--- config.mk ---
export PLATFORM = sky130hd
export DESIGN_NAME = font_fetch_arbiter
export DESIGN_NICKNAME = d
export VERILOG_FILES = /design/src/rtl/font_fetch_arbiter_pkg.sv /design/src/rtl/font_arb_stats.sv /design/src/rtl/font_fetch_arbiter.sv
export SDC_FILE = /design/constraint.sdc
export NUM_CORES = 1
export LEC_CHECK = 0
export ABC_AREA = 1
export CAP_MARGIN = 25
export CORE_ASPECT_RATIO = 1.75
export CORE_UTILIZATION = 31
export DETAILED_ROUTE_END_ITERATION = 10
export PLACE_DENSITY = 0.85
export SYNTH_ARGS = -nofsm -noshare
export SYNTH_HDL_FRONTEND = slang
export SYNTH_HIERARCHICAL = 1
export SYNTH_SLANG_ARGS = --single-unit
--- constraint.sdc ---
create_clock -name clk -period 1.4 [get_ports clk]
set_clock_uncertainty 0.1 [all_clocks]
set_input_delay 0.42 -clock clk [delete_from_list [all_inputs] [get_ports clk]]
set_output_delay 0.42 -clock clk [all_outputs]
set_load 0.02 [all_outputs]
--- src/rtl/font_fetch_arbiter_pkg.sv ---
// Shared definitions for the font ROM fetch arbiter: ROM geometry defaults,
// read latency, host FSM encoding and saturating helpers.
`ifndef FONTROM_ADDR_BITS
`define FONTROM_ADDR_BITS 12
`endif
`ifndef SYMB_WIDTH
`define SYMB_WIDTH 8
`endif

package font_fetch_arbiter_pkg;

  localparam int FONT_ARB_LATENCY = 2;

  typedef enum logic [1:0] {
    H_IDLE   = 2'd0,
    H_ISSUED = 2'd1,
    H_ACK    = 2'd2
  } host_state_e;

  typedef struct packed {
    logic disp;
    logic host;
  } owner_tag_t;

  function automatic logic [15:0] sat_inc16(input logic [15:0] v);
    return (&v) ? v : v + 16'd1;
  endfunction

  function automatic logic [7:0] sat_inc8(input logic [7:0] v);
    return (&v) ? v : v + 8'd1;
  endfunction

endpackage

--- src/rtl/font_arb_stats.sv ---
// Grant counters and longest host wait for the font fetch arbiter; all
// values saturate and are cleared by stat_clr or reset.
module font_arb_stats
  import font_fetch_arbiter_pkg::*;
(
  input  logic        clk,
  input  logic        rst_n,
  input  logic        stat_clr,
  input  logic        disp_grant,
  input  logic        host_grant,
  input  logic        host_wait,
  output logic [15:0] stat_disp_cnt,
  output logic [15:0] stat_host_cnt,
  output logic [7:0]  stat_max_wait
);

  logic [15:0] disp_cnt_q, disp_cnt_d;
  logic [15:0] host_cnt_q, host_cnt_d;
  logic [7:0]  wait_q, wait_d;
  logic [7:0]  max_wait_q, max_wait_d;

  always_comb begin
    disp_cnt_d = disp_cnt_q;
    host_cnt_d = host_cnt_q;
    max_wait_d = max_wait_q;
    // wait_q holds the number of cycles the pending host request was deferred
    wait_d     = host_wait ? sat_inc8(wait_q) : 8'd0;
    if (disp_grant) disp_cnt_d = sat_inc16(disp_cnt_q);
    if (host_grant) host_cnt_d = sat_inc16(host_cnt_q);
    if (host_grant && (wait_q > max_wait_q)) max_wait_d = wait_q;
    if (stat_clr) begin
      disp_cnt_d = '0;
      host_cnt_d = '0;
      max_wait_d = '0;
      wait_d     = '0;
    end
  end

  always_ff @(posedge clk or negedge rst_n) begin
    if (!rst_n) begin
      disp_cnt_q <= '0;
      host_cnt_q <= '0;
      wait_q     <= '0;
      max_wait_q <= '0;
    end else begin
      disp_cnt_q <= disp_cnt_d;
      host_cnt_q <= host_cnt_d;
      wait_q     <= wait_d;
      max_wait_q <= max_wait_d;
    end
  end

  assign stat_disp_cnt = disp_cnt_q;
  assign stat_host_cnt = host_cnt_q;
  assign stat_max_wait = max_wait_q;

endmodule

--- src/rtl/font_fetch_arbiter.sv ---
// Shares the font ROM read port: display has fixed priority and 2-cycle latency,
// host is served in idle cycles. Optional statistics under FONT_ARB_STATS_EN.
module font_fetch_arbiter
  import font_fetch_arbiter_pkg::*;
#(
  parameter int ADDR_BITS = `FONTROM_ADDR_BITS,
  parameter int DATA_BITS = `SYMB_WIDTH
) (
  input  logic                 clk,
  input  logic                 rst_n,
  input  logic                 disp_req,
  input  logic [ADDR_BITS-1:0] disp_addr,
  output logic                 disp_valid,
  output logic [DATA_BITS-1:0] disp_data,
  input  logic                 host_req,
  input  logic [ADDR_BITS-1:0] host_addr,
  output logic                 host_ack,
  output logic [DATA_BITS-1:0] host_data,
  output logic                 host_busy,
  output logic                 rom_en,
  output logic [ADDR_BITS-1:0] rom_addr,
  input  logic [DATA_BITS-1:0] rom_dout
`ifdef FONT_ARB_STATS_EN
  ,
  input  logic                 stat_clr,
  output logic [15:0]          stat_disp_cnt,
  output logic [15:0]          stat_host_cnt,
  output logic [7:0]           stat_max_wait
`endif
);

  host_state_e          state_q, state_d;
  owner_tag_t           tag_q [FONT_ARB_LATENCY];
  owner_tag_t           tag_d [FONT_ARB_LATENCY];
  logic [DATA_BITS-1:0] disp_data_q, disp_data_d;
  logic [DATA_BITS-1:0] host_data_q, host_data_d;
  logic                 disp_grant;
  logic                 host_grant;

  // Host only gets the port in cycles the display leaves free, and never
  // while a previous host read is still in flight.
  always_comb begin
    disp_grant = disp_req;
    host_grant = !disp_req && host_req && (state_q == H_IDLE);
    rom_en     = disp_grant || host_grant;
    rom_addr   = host_grant ? host_addr : disp_addr;
  end

  always_comb begin
    state_d = state_q;
    unique case (state_q)
      H_IDLE:   if (host_grant) state_d = H_ISSUED;
      H_ISSUED: state_d = H_ACK;
      H_ACK:    state_d = H_IDLE;
      default:  state_d = H_IDLE;
    endcase
  end

  // Stage 1 tag marks the cycle rom_dout is valid; the last stage is the pulse.
  always_comb begin
    tag_d[0] = '{disp: disp_grant, host: host_grant};
    for (int i = 1; i < FONT_ARB_LATENCY; i++) tag_d[i] = tag_q[i-1];
    disp_data_d = tag_q[FONT_ARB_LATENCY-2].disp ? rom_dout : disp_data_q;
    host_data_d = tag_q[FONT_ARB_LATENCY-2].host ? rom_dout : host_data_q;
  end

  always_ff @(posedge clk or negedge rst_n) begin
    if (!rst_n) begin
      state_q <= H_IDLE;
      for (int i = 0; i < FONT_ARB_LATENCY; i++) tag_q[i] <= '0;
      disp_data_q <= '0;
      host_data_q <= '0;
    end else begin
      state_q     <= state_d;
      tag_q       <= tag_d;
      disp_data_q <= disp_data_d;
      host_data_q <= host_data_d;
    end
  end

  assign disp_valid = tag_q[FONT_ARB_LATENCY-1].disp;
  assign host_ack   = tag_q[FONT_ARB_LATENCY-1].host;
  assign disp_data  = disp_data_q;
  assign host_data  = host_data_q;
  assign host_busy  = (state_q != H_IDLE) || host_req;

`ifdef FONT_ARB_STATS_EN
  font_arb_stats u_stats (
    .clk           (clk),
    .rst_n         (rst_n),
    .stat_clr      (stat_clr),
    .disp_grant    (disp_grant),
    .host_grant    (host_grant),
    .host_wait     (host_req && (state_q == H_IDLE) && !host_grant),
    .stat_disp_cnt (stat_disp_cnt),
    .stat_host_cnt (stat_host_cnt),
    .stat_max_wait (stat_max_wait)
  );
`endif

endmodule
==> summary by stage, run 1 <==
Synth
The number of standard cells after synthesis is 122. The number of distinct library cells after synthesis is 11. Summing every instance area after synthesis gives 1010 µm². The mean area per synthesized cell is 8.27 µm². The top-area cell type share of the netlist area is 54.6%. The largest total area in the synthesized netlist belongs to dfrtp_1. Yosys attributes the largest share of cell area to dfrtp_1 (55%), nand2_1 (16%), o21ai_0 (7.9%). The Yosys warning count is 6.

The post-synthesis net count is 158. The total of flip-flops plus latches after synthesis is 22. After synthesis, flip-flops and latches occupy 54.6% of the total area.

Clock tree
TritonCTS built the clock tree. In this run the clock root is driven by a clkbuf_8. The maximum buffer depth of the clock tree is 2.

The number of buffers added by the clock tree synthesis step is 3. In this run the number of H-tree levels came out at 1. Clock-pin slew was measured on the worst setup and hold paths at 80 ps.

For this design, the sink count on the clock tree is 22. The clock reaches the later pin of the worst-skew pair after 270 ps.

Route
The via count is 1081. Once detail routing completed, the nets flagged for antenna violations numbered 0. The number of design rule violations left after detail routing is 0. After detailed routing, the average wire length per cell comes to 12.5 µm. The number of vias per cell is 4.43. The detailed router finished its first iteration with 6 violations. The total length of routed wires is 3050 µm. The number of optimization iterations in the first detailed-route pass is 4.

Placement
The count of input and output buffers is 67. Once detailed placement completed, the half-perimeter wirelength came to 2200 µm. The congestion estimate from routability-driven global placement came to 0.774.

Cells and area
0 antenna diodes ended up in the layout. Leaving out fill and tap cells, the most frequent cell in the layout is clkdlybuf4s50_1. The synthesis-to-layout area growth is 107%. In the final design database the tool counted 238 nets. Summing all flip-flop and latch instances after layout gives 551 µm². The post-route netlist has 44.3% of its cells at a drive strength greater than 1. In the layout the commonest cells are clkdlybuf4s50_1 (33), nand2_4 (22), dfrtp_1 (22).

The multi-input combinational cells in the finished layout cover a total of 587 µm². The final core utilization is 67.0%. The filler cells instantiated in the layout total 248.

Power
The largest voltage drop on the vdd net is 0.855 mV. Summed over all cells, the static leakage comes to 0.00100 µW. In this run the power density over the cells is 982 nW/µm².

GRT
Summed over all layers, the global routing overflow is 0. The initial antenna violation count came to 0. The first global-routing pass estimated 4930 µm of wire. The number of global-route vias before repair is 1029. For this run, the total global-route usage over all layers was measured as 19.7%. Entering global routing, the biggest net connects 23 pins.

Critical path
The signal on the critical path passes through nor2_4, buf_12, nand2_8, nand2_4, nand2_4, buf_6. The delay of the slowest cell on the worst path is 410 ps. The critical path crosses 6 cells after its start point. Counting cells, the worst reg-to-reg path comes to 6.

The critical path required time is 880 ps. The biggest fanout along the worst timing path is 7. Among all stages on the critical path, the largest delay is contributed by dfrtp_1. Broken down by cell family, the worst path's largest delay share belongs to flip-flops. The critical path is of the reg2out type. In this design, the critical path's most frequently occurring cell is nand2_4.

The arrival time reported for the critical path endpoint is 1360 ps. STA classifies the critical path endpoint as an output pin. Together, buffers and inverters on the worst path number 2. The launching element type of the critical path is a flip-flop.

STA
Summed over all failing endpoints, the final setup total negative slack is -6480 ps. Setup repair after global routing could not meet its margin everywhere. Setup violations remaining at the end of the flow were counted as 14. Based on the critical path, the design can be clocked at up to 532 MHz. The post-route worst setup slack is -481 ps. The final max-slew violation count was 0.

The final hold violation count is 0. The final critical path takes up 134% of the cycle. The worst slew margin relative to its limit is 69.9%. At the pin with the least slew margin, the transition time is 452 ps. The minimum clock period after layout is 1880 ps.

Outcome
The checks that failed: setup timing. The run finished, with violations left.

Worst hold path
The worst hold path belongs to the class in2reg. The worst hold path stage count is 2.

Floorplanning
The height of the chip is 77.5 µm. The total die area is 3490 µm². The initial utilization of the core area, before any placement, comes to 32.4%. In this run the standard cell core region covers 3110 µm². From left edge to right edge, the die measures 45.1 µm. 68 I/O pins were placed.

The initialized floorplan defines 27 standard-cell rows.

Flow run
Across the run, the number of max-cap violations was 0.
## worst reg2reg max path, cell delays in order (launching register included)
cell,delay [ps]
dfrtp_1,410
nor2_4,180
buf_12,150
nand2_8,90
buf_4,150
buf_4,130
inv_2,40
## path summary, 6_finish.rpt
path	slack, ps	from	end
worst min register to register	380	state_q[1]	state_q[1]
min in group asynchronous	420	rst_n	disp_valid
worst max register to register	100	state_q[0]	state_q[0]
worst min-delay path	310	disp_req	tag_d[1]
max in group asynchronous	640	rst_n	host_ack
worst max-delay path	-480	state_q[0]	rom_addr[9]
## logic make-up after synthesis
family                 count (synthesis)  share of synthesized area [%]
buffers and inverters                 26                           12.2
AOI/OAI and AO/OA                     16                           7.94
and+or+nand+nor                       58                           25.3
DFF                                   22                           54.6
## per-layer routing
layer	up-vias	track usage [%]	part of all wire (%)
met3	8	3.26	5.4
met4	0	10.9	3.0
met2	52	33.6	57
li1	534	-	-
met5	-	0	0
met1	487	21.7	35
## Yosys cell counts
library cell  number
nand2_1           42
dfrtp_1           22
inv_1             19
o21ai_0           16
nand3_1           12
buf_6              3
buf_2              2
inv_2              2
nor2_4             2
nand2_4            1
nor2_1             1
## what timing repair did
action,CTS,global route
hold buffers,0,0
gates resized for setup,179,6
pin swaps,26,6
setup endpoints to repair,34,15
setup buffers,5,1
gates cloned,1,0
## through the flow
step                total power [µW]  std cells  area, µm²  setup WS (ps)  hold WS [ps]
floorplan                       1090        122       1180          -80.0          24.4
global placement                1440        233       1910          -1380           368
detailed placement              1450        233       1910          -1430           374
CTS                             2040        243       2050           -484           305
global route                    2130        244       2080           -528           314
finish                          2040        244       2080           -481           306
## layout make-up
cell class / instances / area share, %
clock inverters: 1 / 1.44
inverters: 21 / 4.38
clock buffers: 3 / 1.98
flip-flops and latches: 22 / 26.4
well taps: 43 / 2.58
repair buffers: 79 / 35.0
multi-input cells: 75 / 28.2
## registers in the layout (all words and copies together), names as in the netlist
| register | count |
|---|---|
| state_q | 2 |
| tag_d | 2 |
| disp_valid | 1 |
| host_ack | 1 |
| host_data | 8 |
| disp_data | 8 |
## report_power, final
part | total [µW] | leakage [µW] | switching, µW | internal (µW)
clock network | 590 | 0.0000357 | 208 | 382
logic | 697 | 0.000693 | 374 | 324
registers | 758 | 0.000272 | 47.8 | 710
(Power assumes the default switching activity.)
==> inputs of run 2 (changes only) <==
--- a/config.mk
+++ b/config.mk
@@ -11,6 +11,8 @@
 export CORE_UTILIZATION = 31
 export DETAILED_ROUTE_END_ITERATION = 10
 export PLACE_DENSITY = 0.85
+export SETUP_SLACK_MARGIN = 0.5
+export SKIP_LAST_GASP = 1
 export SYNTH_ARGS = -nofsm -noshare
 export SYNTH_HDL_FRONTEND = slang
 export SYNTH_HIERARCHICAL = 1
==> run 2 against run 1 <==
The flow still finishes with violations (setup timing). Die area unchanged. Hold slack got worse by 5.3 ps. Non-clock buffer count is 10 higher. Clock power decreased by 23%. Final cell count increased by 4.1%. Sequential cell count did not move. Routed wire length up 27%. First-iteration DRC count increased to 3.5 times the previous value. Sequential share of layout area shrank 3.3 points. Via count rose by 10%. Setup slack lost 68 ps.
==> summary by stage, run 2 (same netlist as run 1, synthesis figures left out) <==
Clock tree
At the later pin of the worst-skew pair, clock insertion delay measures 270 ps. The clock sink count is 22. The clock tree from TritonCTS is yes.

In this run, post-CTS hold repair placed 0 buffers. The number of buffers added by the clock tree synthesis step is 3. The longest clock path from root to sink contains 2 buffers. The number of H-tree levels is 1. Clock-pin slew was measured on the worst setup and hold paths at 80 ps. CTS placed an instance of clkbuf_8 at the clock tree root.

Route
The number of optimization iterations in the first detailed-route pass is 4. After detailed routing, the number of remaining DRC violations is 0. The via count is 1189. In this run the remaining antenna-violating nets after routing total 0. The total length of routed wires is 3880 µm. The detail-routed net length per standard cell is 15.3 µm. The number of vias per cell is 4.68.

The number of DRC markers after the initial detailed-route iteration is 21.

STA
Setup repair after global routing could not meet its margin everywhere. The number of failing setup endpoints in the final timing report is 14. The final critical path takes up 139% of the cycle.

The final hold violation count came to 0. For the pin with the worst max-slew slack, the measured transition is 215 ps. Summed over all failing endpoints, the final setup total negative slack is -7170 ps.

Counting I/O delays and the setup requirement, the final critical path takes 1950 ps. The worst slew margin relative to its limit is 85.7%. Static timing analysis puts the maximum clock frequency at 513 MHz. The final max-slew violation count is 0.

The post-route worst setup slack is -549 ps.

Outcome
The flow ran to the end, but the final reports show violations. The final reports fail on setup timing.

Placement
The count of buffers added on input and output ports is 67. Detailed placement ended at an HPWL of 2170 µm. The post-place instance area is 1950 µm². The congestion estimate from routability-driven global placement came to 0.745.

After detailed placement, the design holds a cell count of 235.

Critical path
The biggest fanout along the worst timing path is 7. The worst setup path is launched from a flip-flop. STA puts the critical path data arrival time at 1430 ps. The capturing element type of the critical path is an output pin. STA puts the critical path data required time at 880 ps. The worst setup path category is reg2out. In this run the register-to-register setup slack is 90 ps.

Floorplanning
For this design the top-level I/O count stands at 68. The die covers 3490 µm². Once the floorplan was initialized, standard cells occupied 32.4% of the core. The height of the chip is 77.5 µm. The number of placement rows is 27.

The placeable core region is 3110 µm². The die width is 45.1 µm.

Cells and area
The post-route netlist has 67.3% of its cells at a drive strength greater than 1. Leaving out fill and tap cells, the most frequent cell in the layout is buf_6. The count of cells in the finished layout, fillers not included, comes to 254. The area of all placed cells without fillers is 2470 µm². The net count of the finished layout is 248.

The number of antenna diodes is 0. From synthesis to final layout, the design area changed by 145%. Leaving out fill and tap cells, the most frequent cells in the layout are buf_6 (42), nand2_4 (28), clkdlybuf4s50_1 (25).

GRT
The global route total overflow is 0. Entering global routing, the biggest net connects 23 pins. The initial antenna violation count is 0. The number of global-route vias before repair is 1120. The total track usage is 20.0%. The first global-routing pass estimated 5030 µm of wire.

Flow run
The max capacitance violation total is 0.

Power
The power density over the cells is 875 nW/µm². After layout, the design draws a total of 2170 µW. The analysis attributes to cell leakage a power of 0.00115 µW. Across the VDD grid, the largest voltage drop is 0.534 mV.

Worst hold path
The class of the tightest hold or removal check is in2reg.
run 2: cell types whose count changed in the layout (fill, tap and decap cells not counted), moves of 9 or more:
cell and delta:
dfrtp_1 -18, o21ai_2 +9, o21ai_0 -16, buf_2 -17, buf_6 +26, nand2_1 -14
dfrtp_2 +18
run 2: path summary, 6_finish.rpt:
kind,end,cells past startpoint,start
min in group asynchronous,host_data[3],2,rst_n
hold / removal,tag_d[1],2,disp_req
setup reg to reg,state_q[0],6,state_q[0]
setup / recovery,rom_addr[11],6,state_q[0]
hold reg to reg,state_q[1],1,state_q[1]
max in group asynchronous,host_data[7],2,rst_n
run 2: layer usage:
layer	GRT usage [%]	vias up	share of wire [%]	wire [µm]
li1	-	550	-	-
met1	19.6	573	32	1250
met2	38.1	57	60	2320
met3	1.63	9	4.1	158
met4	10.0	0	3.6	139
met5	0	-	0	0
run 2: critical path, cell delays in order (launching register included):
cell	delay, ps
dfrtp_1	420
nor2_4	220
buf_6	160
nand2_8	100
nand2_2	90
nand2_2	50
buf_6	120
run 2: final cells by class:
cell class / instances / area, µm²
Multi-Input combinational cell: 75 / 702
Timing Repair Buffer: 89 / 998
Inverter: 21 / 91.3
Sequential cell: 22 / 573
Clock buffer: 4 / 55.1
Tap cell: 43 / 53.8
Fill cell: 179 / 634
run 2: metrics by stage:
stage / setup slack, ps / util (%) / hold slack, ps
5_1_grt: -585 / 79.6 / 303
3_3_place_gp: -1340 / 62.8 / 370
2_1_floorplan: -80.0 / - / 24.4
6_report: -549 / 79.6 / 301
3_5_place_dp: -1370 / 62.8 / 383
4_1_cts: -545 / 71.9 / 307
run 2: timing repair:
| action | in CTS | in global routing |
|---|---|---|
| setup endpoints to repair | 51 | 50 |
| gates resized for setup | 238 | 54 |
| buffers inserted | 9 | 3 |
| gates cloned | 2 | 1 |
| hold endpoints to repair | 0 | 0 |
| pin swaps | 8 | 26 |
run 2: report_power, final:
group	switching (µW)	internal [µW]	total [µW]
Combinational	447	475	922
Clock	206	251	457
Sequential	63.7	723	787
